<file path="config.mk">
export PLATFORM = sky130hd
export DESIGN_NAME = vga_fb_scan_ctrl_flat
export DESIGN_NICKNAME = d
export VERILOG_FILES = /design/src/rtl/vga_fb_scan_ctrl_pkg.sv /design/src/rtl/vga_fb_scan_ctrl_if.sv /design/src/rtl/vga_fb_scan_ctrl_timing.sv /design/src/rtl/vga_fb_scan_ctrl.sv /design/src/flat_wrapper.sv
export SDC_FILE = /design/constraint.sdc
export NUM_CORES = 1
export LEC_CHECK = 0
export ABC_AREA = 1
export BUFFER_PORTS_ARGS = -buffer_cell sky130_fd_sc_hd__clkbuf_2
export CORE_ASPECT_RATIO = 0.6
export CORE_MARGIN = 2
export CORE_UTILIZATION = 35
export DETAILED_ROUTE_END_ITERATION = 8
export PLACE_DENSITY = 0.69
export SYNTH_ARGS = -nofsm -noshare
export SYNTH_HDL_FRONTEND = slang
export SYNTH_SLANG_ARGS = --single-unit
</file>
<file path="constraint.sdc">
create_clock -name sys_clk -period 2.7 [get_ports sys_clk]
set_input_delay 0.27 -clock sys_clk [delete_from_list [all_inputs] [get_ports sys_clk]]
set_output_delay 0.27 -clock sys_clk [all_outputs]
set_load 0.02 [all_outputs]
</file>
<file path="src/rtl/vga_fb_scan_ctrl_pkg.sv">
// vga_pkg: 640x480@60 timing constants, framebuffer geometry and pixel type
package vga_pkg;
    localparam int CLK_DIV     = 4;
    localparam int H_ACTIVE    = 640;
    localparam int H_FP        = 16;
    localparam int H_SYNC      = 96;
    localparam int H_BP        = 48;
    localparam int H_TOTAL     = H_ACTIVE + H_FP + H_SYNC + H_BP;
    localparam int V_ACTIVE    = 480;
    localparam int V_FP        = 10;
    localparam int V_SYNC      = 2;
    localparam int V_BP        = 33;
    localparam int V_TOTAL     = V_ACTIVE + V_FP + V_SYNC + V_BP;
    localparam int SCALE_SHIFT = 2;
    localparam int FB_W        = 160;
    localparam int FB_H        = 120;
    localparam int FB_DEPTH    = FB_W * FB_H;
    localparam int ADDR_W      = 15;
    localparam int CNT_W       = 10;
    typedef logic [11:0] rgb_t;
endpackage

</file>
<file path="src/rtl/vga_fb_scan_ctrl_if.sv">
// vga_fb_scan_ctrl_if: single framebuffer port plus draw-client write port
// master: the scan controller (drives fb_addr/fb_we/fb_wdata/wr_ack)
// slave:  the RAM and draw client (drive fb_rdata/wr_req/wr_addr/wr_data)
interface vga_fb_scan_ctrl_if;
    import vga_pkg::*;
    logic [ADDR_W-1:0] fb_addr;
    logic              fb_we;
    rgb_t              fb_wdata;
    rgb_t              fb_rdata;
    logic              wr_req;
    logic [ADDR_W-1:0] wr_addr;
    rgb_t              wr_data;
    logic              wr_ack;
    modport master (output fb_addr, fb_we, fb_wdata, wr_ack, input fb_rdata, wr_req, wr_addr, wr_data);
    modport slave (input fb_addr, fb_we, fb_wdata, wr_ack, output fb_rdata, wr_req, wr_addr, wr_data);
endinterface

</file>
<file path="src/rtl/vga_fb_scan_ctrl_timing.sv">
// vga_timing_gen: pixel clock-enable divider and h/v raster counters
// in:  clk, rst (async, active high)
// out: div, h_cnt, v_cnt, pix_ce, active, vblank, frame_start (registered pulse)
module vga_timing_gen import vga_pkg::*; #(
    parameter int CLK_DIV  = vga_pkg::CLK_DIV,
    parameter int H_ACTIVE = vga_pkg::H_ACTIVE,
    parameter int H_TOTAL  = vga_pkg::H_TOTAL,
    parameter int V_ACTIVE = vga_pkg::V_ACTIVE,
    parameter int V_TOTAL  = vga_pkg::V_TOTAL,
    localparam int DIV_W   = $clog2(CLK_DIV)
) (
    input  logic             clk,
    input  logic             rst,
    output logic [DIV_W-1:0] div,
    output logic [CNT_W-1:0] h_cnt,
    output logic [CNT_W-1:0] v_cnt,
    output logic             pix_ce,
    output logic             active,
    output logic             vblank,
    output logic             frame_start
);
    logic [DIV_W-1:0] div_q, div_d;
    logic [CNT_W-1:0] h_q, h_d, v_q, v_d;
    logic             fs_q, h_wrap, v_wrap;
    assign pix_ce = div_q == DIV_W'(CLK_DIV - 1);
    assign h_wrap = h_q == CNT_W'(H_TOTAL - 1);
    assign v_wrap = v_q == CNT_W'(V_TOTAL - 1);
    always_comb begin
        div_d = pix_ce ? '0 : div_q + 1'b1;
        h_d   = pix_ce ? (h_wrap ? '0 : h_q + 1'b1) : h_q;
        v_d   = (pix_ce && h_wrap) ? (v_wrap ? '0 : v_q + 1'b1) : v_q;
    end
    always_ff @(posedge clk or posedge rst) begin
        if (rst) begin
            div_q <= '0;
            h_q   <= '0;
            v_q   <= '0;
            fs_q  <= 1'b0;
        end else begin
            div_q <= div_d;
            h_q   <= h_d;
            v_q   <= v_d;
            fs_q  <= pix_ce && h_wrap && v_wrap;
        end
    end
    assign div         = div_q;
    assign h_cnt       = h_q;
    assign v_cnt       = v_q;
    assign active      = (h_q < CNT_W'(H_ACTIVE)) && (v_q < CNT_W'(V_ACTIVE));
    assign vblank      = v_q >= CNT_W'(V_ACTIVE);
    assign frame_start = fs_q;
endmodule

</file>
<file path="src/rtl/vga_fb_scan_ctrl.sv">
// vga_fb_scan_ctrl: VGA scan-out with 4x upscaled framebuffer fetch and write-port arbitration
// in:  sys_clk, sys_rst (async, active high)
// out: h_sync, v_sync (active low), pixel_data, vblank, frame_start
// bus: framebuffer port (1-cycle read latency) shared with one draw client
module vga_fb_scan_ctrl import vga_pkg::*; #(
    parameter int CLK_DIV     = vga_pkg::CLK_DIV,
    parameter int H_ACTIVE    = vga_pkg::H_ACTIVE,
    parameter int H_FP        = vga_pkg::H_FP,
    parameter int H_SYNC      = vga_pkg::H_SYNC,
    parameter int H_BP        = vga_pkg::H_BP,
    parameter int V_ACTIVE    = vga_pkg::V_ACTIVE,
    parameter int V_FP        = vga_pkg::V_FP,
    parameter int V_SYNC      = vga_pkg::V_SYNC,
    parameter int V_BP        = vga_pkg::V_BP,
    parameter int SCALE_SHIFT = vga_pkg::SCALE_SHIFT,
    localparam int DIV_W      = $clog2(CLK_DIV)
) (
    input  logic                  sys_clk,
    input  logic                  sys_rst,
    output logic                  h_sync,
    output logic                  v_sync,
    output rgb_t                  pixel_data,
    output logic                  vblank,
    output logic                  frame_start,
    vga_fb_scan_ctrl_if.master    bus
);
    localparam int HS_LO = H_ACTIVE + H_FP;
    localparam int HS_HI = H_ACTIVE + H_FP + H_SYNC - 1;
    localparam int VS_LO = V_ACTIVE + V_FP;
    localparam int VS_HI = V_ACTIVE + V_FP + V_SYNC - 1;
    logic [DIV_W-1:0]  div;
    logic [CNT_W-1:0]  h_cnt, v_cnt, x, y;
    logic              pix_ce, active, disp, grant;
    logic [ADDR_W-1:0] disp_addr;
    rgb_t              rgb_q, rgb_d, pix_q, pix_d;
    logic              hs_q, hs_d, vs_q, vs_d;
    vga_timing_gen #(
        .CLK_DIV (CLK_DIV),
        .H_ACTIVE(H_ACTIVE),
        .H_TOTAL (H_ACTIVE + H_FP + H_SYNC + H_BP),
        .V_ACTIVE(V_ACTIVE),
        .V_TOTAL (V_ACTIVE + V_FP + V_SYNC + V_BP)
    ) u_timing (
        .clk        (sys_clk),
        .rst        (sys_rst),
        .div        (div),
        .h_cnt      (h_cnt),
        .v_cnt      (v_cnt),
        .pix_ce     (pix_ce),
        .active     (active),
        .vblank     (vblank),
        .frame_start(frame_start)
    );
    assign x         = h_cnt >> SCALE_SHIFT;
    assign y         = v_cnt >> SCALE_SHIFT;
    // y*160 + x without a multiplier
    assign disp_addr = (ADDR_W'(y) << 7) + (ADDR_W'(y) << 5) + ADDR_W'(x);
    // the first sub-cycle of every visible pixel belongs to the display fetch
    assign disp      = (div == '0) && active;
    assign grant     = !sys_rst && !disp && bus.wr_req;
    always_comb begin
        bus.fb_addr  = disp ? disp_addr : (grant ? bus.wr_addr : '0);
        bus.fb_we    = grant && (bus.wr_addr < ADDR_W'(FB_DEPTH));
        bus.fb_wdata = grant ? bus.wr_data : '0;
        bus.wr_ack   = grant;
        rgb_d        = (div == DIV_W'(1) && active) ? bus.fb_rdata : rgb_q;
        pix_d        = pix_ce ? (active ? rgb_q : '0) : pix_q;
        hs_d         = pix_ce ? !(h_cnt >= CNT_W'(HS_LO) && h_cnt <= CNT_W'(HS_HI)) : hs_q;
        vs_d         = pix_ce ? !(v_cnt >= CNT_W'(VS_LO) && v_cnt <= CNT_W'(VS_HI)) : vs_q;
    end
    always_ff @(posedge sys_clk or posedge sys_rst) begin
        if (sys_rst) begin
            rgb_q <= '0;
            pix_q <= '0;
            hs_q  <= 1'b1;
            vs_q  <= 1'b1;
        end else begin
            rgb_q <= rgb_d;
            pix_q <= pix_d;
            hs_q  <= hs_d;
            vs_q  <= vs_d;
        end
    end
    assign pixel_data = pix_q;
    assign h_sync     = hs_q;
    assign v_sync     = vs_q;
endmodule

</file>
<file path="src/flat_wrapper.sv">
// flat-port wrapper written by rule: the top's interface ports become plain ports
module vga_fb_scan_ctrl_flat import vga_pkg::*;
#(
    parameter int CLK_DIV     = vga_pkg::CLK_DIV,
    parameter int H_ACTIVE    = vga_pkg::H_ACTIVE,
    parameter int H_FP        = vga_pkg::H_FP,
    parameter int H_SYNC      = vga_pkg::H_SYNC,
    parameter int H_BP        = vga_pkg::H_BP,
    parameter int V_ACTIVE    = vga_pkg::V_ACTIVE,
    parameter int V_FP        = vga_pkg::V_FP,
    parameter int V_SYNC      = vga_pkg::V_SYNC,
    parameter int V_BP        = vga_pkg::V_BP,
    parameter int SCALE_SHIFT = vga_pkg::SCALE_SHIFT,
    localparam int DIV_W      = $clog2(CLK_DIV)
)
  (sys_clk, sys_rst, h_sync, v_sync, pixel_data, vblank, frame_start, bus_fb_addr, bus_fb_we, bus_fb_wdata, bus_wr_ack, bus_fb_rdata, bus_wr_req, bus_wr_addr, bus_wr_data);
  vga_fb_scan_ctrl_if bus_i ();
  input  logic sys_clk;
  input  logic sys_rst;
  output logic h_sync;
  output logic v_sync;
  output rgb_t pixel_data;
  output logic vblank;
  output logic frame_start;
  output wire logic [$bits(bus_i.fb_addr)-1:0] bus_fb_addr;
  output wire logic [$bits(bus_i.fb_we)-1:0] bus_fb_we;
  output wire logic [$bits(bus_i.fb_wdata)-1:0] bus_fb_wdata;
  output wire logic [$bits(bus_i.wr_ack)-1:0] bus_wr_ack;
  input wire logic [$bits(bus_i.fb_rdata)-1:0] bus_fb_rdata;
  input wire logic [$bits(bus_i.wr_req)-1:0] bus_wr_req;
  input wire logic [$bits(bus_i.wr_addr)-1:0] bus_wr_addr;
  input wire logic [$bits(bus_i.wr_data)-1:0] bus_wr_data;
  assign bus_fb_addr = bus_i.fb_addr;
  assign bus_fb_we = bus_i.fb_we;
  assign bus_fb_wdata = bus_i.fb_wdata;
  assign bus_wr_ack = bus_i.wr_ack;
  assign bus_i.fb_rdata = bus_fb_rdata;
  assign bus_i.wr_req = bus_wr_req;
  assign bus_i.wr_addr = bus_wr_addr;
  assign bus_i.wr_data = bus_wr_data;
  vga_fb_scan_ctrl #(.CLK_DIV(CLK_DIV), .H_ACTIVE(H_ACTIVE), .H_FP(H_FP), .H_SYNC(H_SYNC), .H_BP(H_BP), .V_ACTIVE(V_ACTIVE), .V_FP(V_FP), .V_SYNC(V_SYNC), .V_BP(V_BP), .SCALE_SHIFT(SCALE_SHIFT)) u_core (.sys_clk(sys_clk), .sys_rst(sys_rst), .h_sync(h_sync), .v_sync(v_sync), .pixel_data(pixel_data), .vblank(vblank), .frame_start(frame_start), .bus(bus_i));
endmodule
</file>
==> key figures, run 1 <==
Status
  • Status: finished, final reports clean

Job
  • Max_cap viols: 0

Detailed routing
  • Drt first-iter violations: 182
  • TritonRoute pass-1 iters: 5
  • DRT antenna net count: 0
  • DR vias: 3098
  • Vias per cell: 4.687
  • Drc violations: 0
  • Final wirelength: 7804 um
  • WL per Instance: 11.81 um

Global routing
  • Overall routing resource usage: 15.66%
  • Vias in the first global route: 2875
  • Largest net degree at the start of global routing: 50
  • Initial antenna violation count: 0
  • Gr ovfl total: 0
  • Global-route wire length before repair: 13230 um

Critical path
  • Worst setup SP type: flip-flop
  • R2r setup slk: 0.82 ns
  • Crit path largest cell delay: 0.52 ns
  • Critical-path cell list: inv_1, fa_1, inv_1, fa_2, nand2_2, nand3_4, nand3_2, nand2_1, nand2_1, nand3_1, nand2_1, buf_4
  • CP arrival: 2.34 ns
  • Worst setup startpoint: u_core.u_timing.v_cnt[4]
  • R2r endpoint: u_core.u_timing.h_cnt[9]
  • Endpoint class of the critical path: output pin
  • Crit Path Max Fanout: 4
  • CP most frequent cell: nand2_1
  • Cells on worst reg2reg path: 7
  • Data required, critical path: 2.43 ns
  • Crit Path Category: flip-flop to output pin
  • Worst R2R Start: u_core.u_timing.div[0]
  • Crit-path slowest cell: fa_1

Die
  • Initial Util: 35.96%
  • # IOs: 87
  • Core box area: 9155 sq um
  • Die Span Y: 79.12 um
  • Rows: 27
  • Die Wd: 129.2 um
  • Total die area: 10220 sq um

CTS
  • Clk_lat worst skew: 0.28 ns
  • CTS root buf: clkbuf_16
  • Hold Buf Count CTS: 0
  • CTS tree: yes
  • H-tree depth: 2
  • Num CTS Buffers: 5
  • CTS Sinks: 49
  • Worst-path clk slew: 0.07 ns
  • Clk buf depth: 2

Logic synthesis
  • Synth Instances: 443
  • Post-synth EDFFs: 0
  • Compound-Gate Fraction of Synth Area: 5.587%
  • #FFs+latches synth: 49
  • Mux cell area share after synthesis: 0%
  • Simple-gate share of the synthesized area: 36.37%
  • Mapped cell area: 3292 sq um
  • Post-synth ARST share: 100.0%
  • Syn nets: 509
  • Syn avg cell area: 7.431 sq um
  • Netlist cell types: 34
  • Predominant post-synthesis flop cell: dfrtp_1
  • Post-synthesis sequential area ratio: 37.32%
  • Xor-xnor portion of the synthesized cell area: 1.330%
  • Yosys warns: 0
  • Main combinational cell family by area after synthesis: simple AND/OR/NAND/NOR gates
  • Post-Synth Adder-Cell Area: 9.578%

STA
  • Final Hold Fails: 0
  • Min cycle time layout: 2.613 ns
  • Final setup fails: 0
  • Clock skew: 0.005934 ns
  • Max_slew headroom: 32.93%
  • WHS: 0.2139 ns
  • Final count of pins violating max slew: 0
  • Max Fclk: 382.7 MHz
  • Final Cycle Share: 96.77%
  • Setup ws final: 0.08732 ns
  • Tightest Pin Transition: 1.005 ns
  • Setup total negative slack: 0 ns

Worst hold path
  • Hold_sp: bus_fb_rdata[2]
  • WHS Endpoint: u_core.rgb_q[2]
  • Worst Hold Depth: 3
  • Worst hold-check path type: input port to flip-flop

Power
  • Leakage dissipation: 2.261 nW
  • Total power: 1.651 mW
  • Pwr dens: 403.6 nW/um^2
  • VDD IR max: 0.3264 mV

Final layout
  • # nets final: 596
  • Antenna cells: 0
  • Fill count: 921
  • Synth-to-Final Area Change: 24.29%
  • Most frequent cells in the layout: 125 x nand2_1, 83 x clkbuf_2, 58 x inv_1
  • Commonest non-fill, non-tap cell in the layout: nand2_1
  • Final Instance Area: 4091 sq um
  • Fraction of layout cells with a size suffix above 1: 26.74%

Placed design
  • Cell Area, Placed: 3847 sq um
  • I/O Buffers: 86
  • Worst slack, placed: 0.1999 ns
  • GP Congestion: 0.8605
  • Post-DP HPWL: 5984 um
## worst max-delay path by stage
stage / to
6_report: bus_fb_addr[12]
5_1_grt: bus_fb_addr[11]
4_1_cts: bus_fb_addr[12]
3_5_place_dp: bus_fb_addr[12]
3_3_place_gp: bus_fb_addr[12]
2_1_floorplan: bus_fb_addr[12]
## routing by layer
layer | wire (um) | global-route usage, %
met2 | 3497 | 24.68
met5 | 0 | 0
met1 | 3849 | 22.59
met4 | 41 | 2.826
met3 | 416 | 2.965
## stage by stage
stage	cells	util, %
floorplan	443	-
finish	661	44.69
global placement	652	42.03
detailed placement	652	42.03
global route	661	44.69
CTS	661	44.17
## cell type report
| cell class | count | area [sq um] | share of cell area, % |
|---|---|---|---|
| clock buffer | 6 | 138.9 | 3.394 |
| clock inverter | 2 | 37.54 | 0.9174 |
| inverter | 64 | 247.7 | 6.055 |
| multi-input combinational | 318 | 1789 | 43.73 |
| sequential | 49 | 1232 | 30.12 |
| tap | 130 | 162.7 | 3.976 |
| timing repair buffer | 92 | 483.0 | 11.80 |
## what timing repair did
item	in CTS	in global routing
setup endpoints to repair	3	5
gates resized for setup	4	18
buffers inserted	1	0
pin swaps	0	2
## flip-flops by register name, summed over array words and instances (netlist names)
register / cells
u_core.pixel_data: 12
u_core.rgb_q: 12
u_core.u_timing.h_cnt: 10
u_core.u_timing.v_cnt: 10
u_core.u_timing.div: 2
u_core.h_sync: 1
u_core.u_timing.frame_start: 1
u_core.v_sync: 1
## worst max-delay path: cells and delay by family (launching register included)
family                     cells  cell delay [ns]
buffers and inverters          3             0.29
DFF                            1             0.35
and+or+nand+nor                7             0.52
adders and majority gates      2             0.88
## Yosys cell counts, types with 3 or more instances
cell / n / share of area, %
dfrtp_1: 47 / 36
inv_1: 60 / 6.8
nor2_4: 10 / 3.4
nand4_1: 9 / 1.7
ha_1: 22 / 8.4
nand3_1: 56 / 8.5
clkbuf_1: 5 / 0.57
o21ai_0: 25 / 3.8
nor3_1: 3 / 0.46
nand2_1: 128 / 15
nor2_1: 35 / 4.0
a21oi_1: 6 / 0.91
nand3b_1: 3 / 0.68
inv_2: 3 / 0.34
xor2_1: 3 / 0.80
buf_4: 3 / 0.68
## power by group
group,switching (mW),internal [mW],leakage (nW),total (mW)
Combinational,0.0994,0.0597,1.58,0.159
Clock,0.268,0.462,0.0831,0.730
Sequential,0.00972,0.752,0.603,0.762
Total,0.377,1.27,2.26,1.65
## kinds of logic after synthesis
kind of cell | Yosys count
and+or+nand+nor | 254
buffers and inverters | 76
DFF | 49
AOI/OAI and AO/OA | 35
adders and majority gates | 24
xor gates and xnor gates | 5
Power figures use the tool's default switching activity.
==> run 2: changes to the inputs <==
--- a/config.mk
+++ b/config.mk
@@ -5,13 +5,14 @@
 export SDC_FILE = /design/constraint.sdc
 export NUM_CORES = 1
 export LEC_CHECK = 0
-export ABC_AREA = 1
+export ABC_AREA = 0
 export BUFFER_PORTS_ARGS = -buffer_cell sky130_fd_sc_hd__clkbuf_2
 export CORE_ASPECT_RATIO = 0.6
 export CORE_MARGIN = 2
 export CORE_UTILIZATION = 35
 export DETAILED_ROUTE_END_ITERATION = 8
-export PLACE_DENSITY = 0.69
+export MAX_ROUTING_LAYER = met4
+export PLACE_DENSITY = 0.7
 export SYNTH_ARGS = -nofsm -noshare
 export SYNTH_HDL_FRONTEND = slang
 export SYNTH_SLANG_ARGS = --single-unit
==> key figures, run 2 <==
Status
  • Status: finished, violations left
  • Failing checks: setup timing

Detailed routing
  • Routed wl met3: 365 um
  • Drc violations: 0
  • Routed wl met2: 3179 um
  • WL per Instance: 14.05 um
  • Top routing layer in use: met4
  • DRT antenna net count: 0
  • Drt first-iter violations: 118
  • DR vias: 2561
  • Final wirelength: 7220 um
  • TritonRoute pass-1 iters: 4
  • Vias per cell: 4.982
  • M1 WL: 3665 um

Logic synthesis
  • Simple-gate share of the synthesized area: 17.17%
  • Synth cell count leaders: 47 x dfrtp_1, 31 x nand2_1, 27 x inv_1
  • Post-synth ARST share: 100.0%
  • Main combinational cell family by area after synthesis: simple AND/OR/NAND/NOR gates
  • Post-synth EDFFs: 0
  • Area leader, netlist: dfrtp_1
  • Mapped cell area: 2929 sq um
  • Post-Synth Adder-Cell Area: 10.76%
  • Netlist cell types: 49
  • Yosys warns: 0
  • Mux cell area share after synthesis: 5.382%
  • Synth top area cells: dfrtp_1 40%, ha_1 9.4%, mux2_2 5.4%
  • Most frequent cell after synthesis: dfrtp_1
  • Syn nets: 364
  • Syn avg cell area: 9.829 sq um
  • Post-synthesis sequential area ratio: 41.95%
  • #FFs+latches synth: 49
  • Compound-Gate Fraction of Synth Area: 15.72%
  • Synth Instances: 298
  • Predominant post-synthesis flop cell: dfrtp_1
  • Xor-xnor portion of the synthesized cell area: 3.588%
  • Post-synth top area share: 40.15%

Power
  • Pwr dens: 397.7 nW/um^2
  • Leakage dissipation: 1.982 nW
  • VDD IR max: 0.2320 mV

Critical path
  • Worst R2R Start: u_core.u_timing.h_cnt[0]
  • CP arrival: 2.67 ns
  • Crit-path slowest cell: fa_1
  • R2r setup slk: 0.62 ns
  • Cells on worst reg2reg path: 5
  • Worst setup SP type: flip-flop
  • CP most frequent cell: inv_2
  • Endpoint class of the critical path: output pin
  • Crit path largest cell delay: 0.52 ns
  • Critical-path cell list: inv_2, fa_1, inv_2, fa_2, a211o_1, o211ai_1, nand3_1, a32o_1, clkbuf_8
  • Worst setup startpoint: u_core.u_timing.v_cnt[2]
  • R2r endpoint: u_core.u_timing.v_cnt[7]
  • Crit path to: bus_fb_addr[14]
  • Data required, critical path: 2.43 ns
  • Crit Path Max Fanout: 4
  • Crit Path Category: flip-flop to output pin

Die
  • # IOs: 87
  • Core box area: 8008 sq um
  • Die Span Y: 74.86 um
  • Total die area: 9140 sq um
  • Rows: 25
  • Initial Util: 36.58%
  • Die Wd: 122.1 um

CTS
  • Worst-path clk slew: 0.07 ns
  • Clk_lat worst skew: 0.28 ns
  • Num CTS Buffers: 5
  • Hold Buf Count CTS: 0
  • CTS root buf: clkbuf_16
  • CTS tree: yes
  • CTS Sinks: 49
  • Clk buf depth: 2
  • H-tree depth: 2

Final layout
  • Fraction of layout cells with a size suffix above 1: 39.16%
  • Final Non-Filler Cells: 514
  • Commonest non-fill, non-tap cell in the layout: clkbuf_2
  • Core Util, Final: 48.75%
  • # nets final: 471
  • Synth-to-Final Area Change: 33.28%
  • Most frequent cells in the layout: 80 x clkbuf_2, 47 x dfrtp_1, 31 x nand2_1
  • Antenna cells: 0

Placed design
  • Post-DP HPWL: 5414 um
  • I/O Buffers: 86
  • GP Congestion: 0.8467
  • Cells after DPL: 500

STA
  • Tightest Pin Transition: 1.031 ns
  • Final Hold Fails: 0
  • Min cycle time layout: 2.936 ns
  • Setup ws final: -0.2364 ns
  • Final count of pins violating max slew: 0
  • Max_slew headroom: 31.15%
  • RSZ-0062 raised after global routing: true
  • Clock skew: 0.003910 ns
  • Final Cycle Share: 108.8%
  • Setup total negative slack: -0.9699 ns
  • Max Fclk: 340.6 MHz
  • Final setup fails: 5
  • WHS: 0.2134 ns

Worst hold path
  • Worst hold-check path type: input port to flip-flop
  • Worst Hold Depth: 2

Global routing
  • Vias in the first global route: 2467
  • Global-route wire length before repair: 11900 um
  • Gr ovfl total: 0
  • Largest net degree at the start of global routing: 50
  • Initial antenna violation count: 0
  • Overall routing resource usage: 17.06%

Job
  • Max_cap viols: 0
==> run 2: layout make-up <==
cell class              count  area [sq um]
fillers                   769          4104
multi-input cells         210          1614
flip-flops and latches     49          1229
repair buffers            112         671.9
clock buffers               6         138.9
well taps                 108         135.1
inverters                  27         101.3
clock inverters             2         13.76
==> run 2: where the power goes <==
part           total (mW)  switching, mW  internal [mW]  leakage, nW
clock               0.641          0.272          0.369       0.0768
sequential          0.761        0.00845          0.752        0.608
combinational       0.151         0.0852         0.0654         1.30
==> run 2: kinds of logic (layout without fill, tap and decap cells) <==
group,count (synthesis),count (layout)
buf+inv,39,147
compound gates,67,67
xor+xnor,12,12
mux,14,14
flops,49,49
simple gates,93,93
fa+ha+maj,24,24
==> run 2: worst min path at each step <==
stage                                 from                   end  slack [ns]
after CTS                  bus_fb_rdata[5]       u_core.rgb_q[5]        0.21
after global placement     u_core.rgb_q[4]  u_core.pixel_data[4]        0.45
final                      bus_fb_rdata[3]       u_core.rgb_q[3]        0.21
after floorplan            bus_fb_rdata[4]       u_core.rgb_q[4]        0.42
after global routing      bus_fb_rdata[10]      u_core.rgb_q[10]        0.20
after detailed placement   u_core.rgb_q[3]  u_core.pixel_data[3]        0.46
==> run 2: what timing repair did <==
action	4_1_cts	5_1_grt
resized for setup	24	10
buffers inserted	5	1
pin swaps	14	7
endpoints found under the hold margin	0	0
setup endpoints to repair	5	6
==> run 2: routing by layer <==
| metal | up-vias | global-route usage [%] |
|---|---|---|
| met1 | 1220 | 24.56 |
| met2 | 67 | 25.39 |
| li1 | 1272 | - |
| met4 | 0 | 2.682 |
| met5 | - | - |
| met3 | 2 | 3.409 |
==> run 2: critical path: cells and delay by family (launching register included) <==
kind	cells	cell delay [ns]
fa+ha+maj	2	0.86
buf+inv	3	0.26
flops	1	0.38
compound gates	3	0.74
simple gates	1	0.13
==> run 2: metrics by stage <==
stage               cell area (sq um)  total power [mW]  setup WS (ns)
floorplan                        2932            0.8536        0.01701
global placement                 3596            0.9179        0.04239
detailed placement               3596            0.9218       -0.03912
CTS                              3879             1.566        -0.1984
global route                     3904             1.614        -0.3582
finish                           3904             1.553        -0.2364
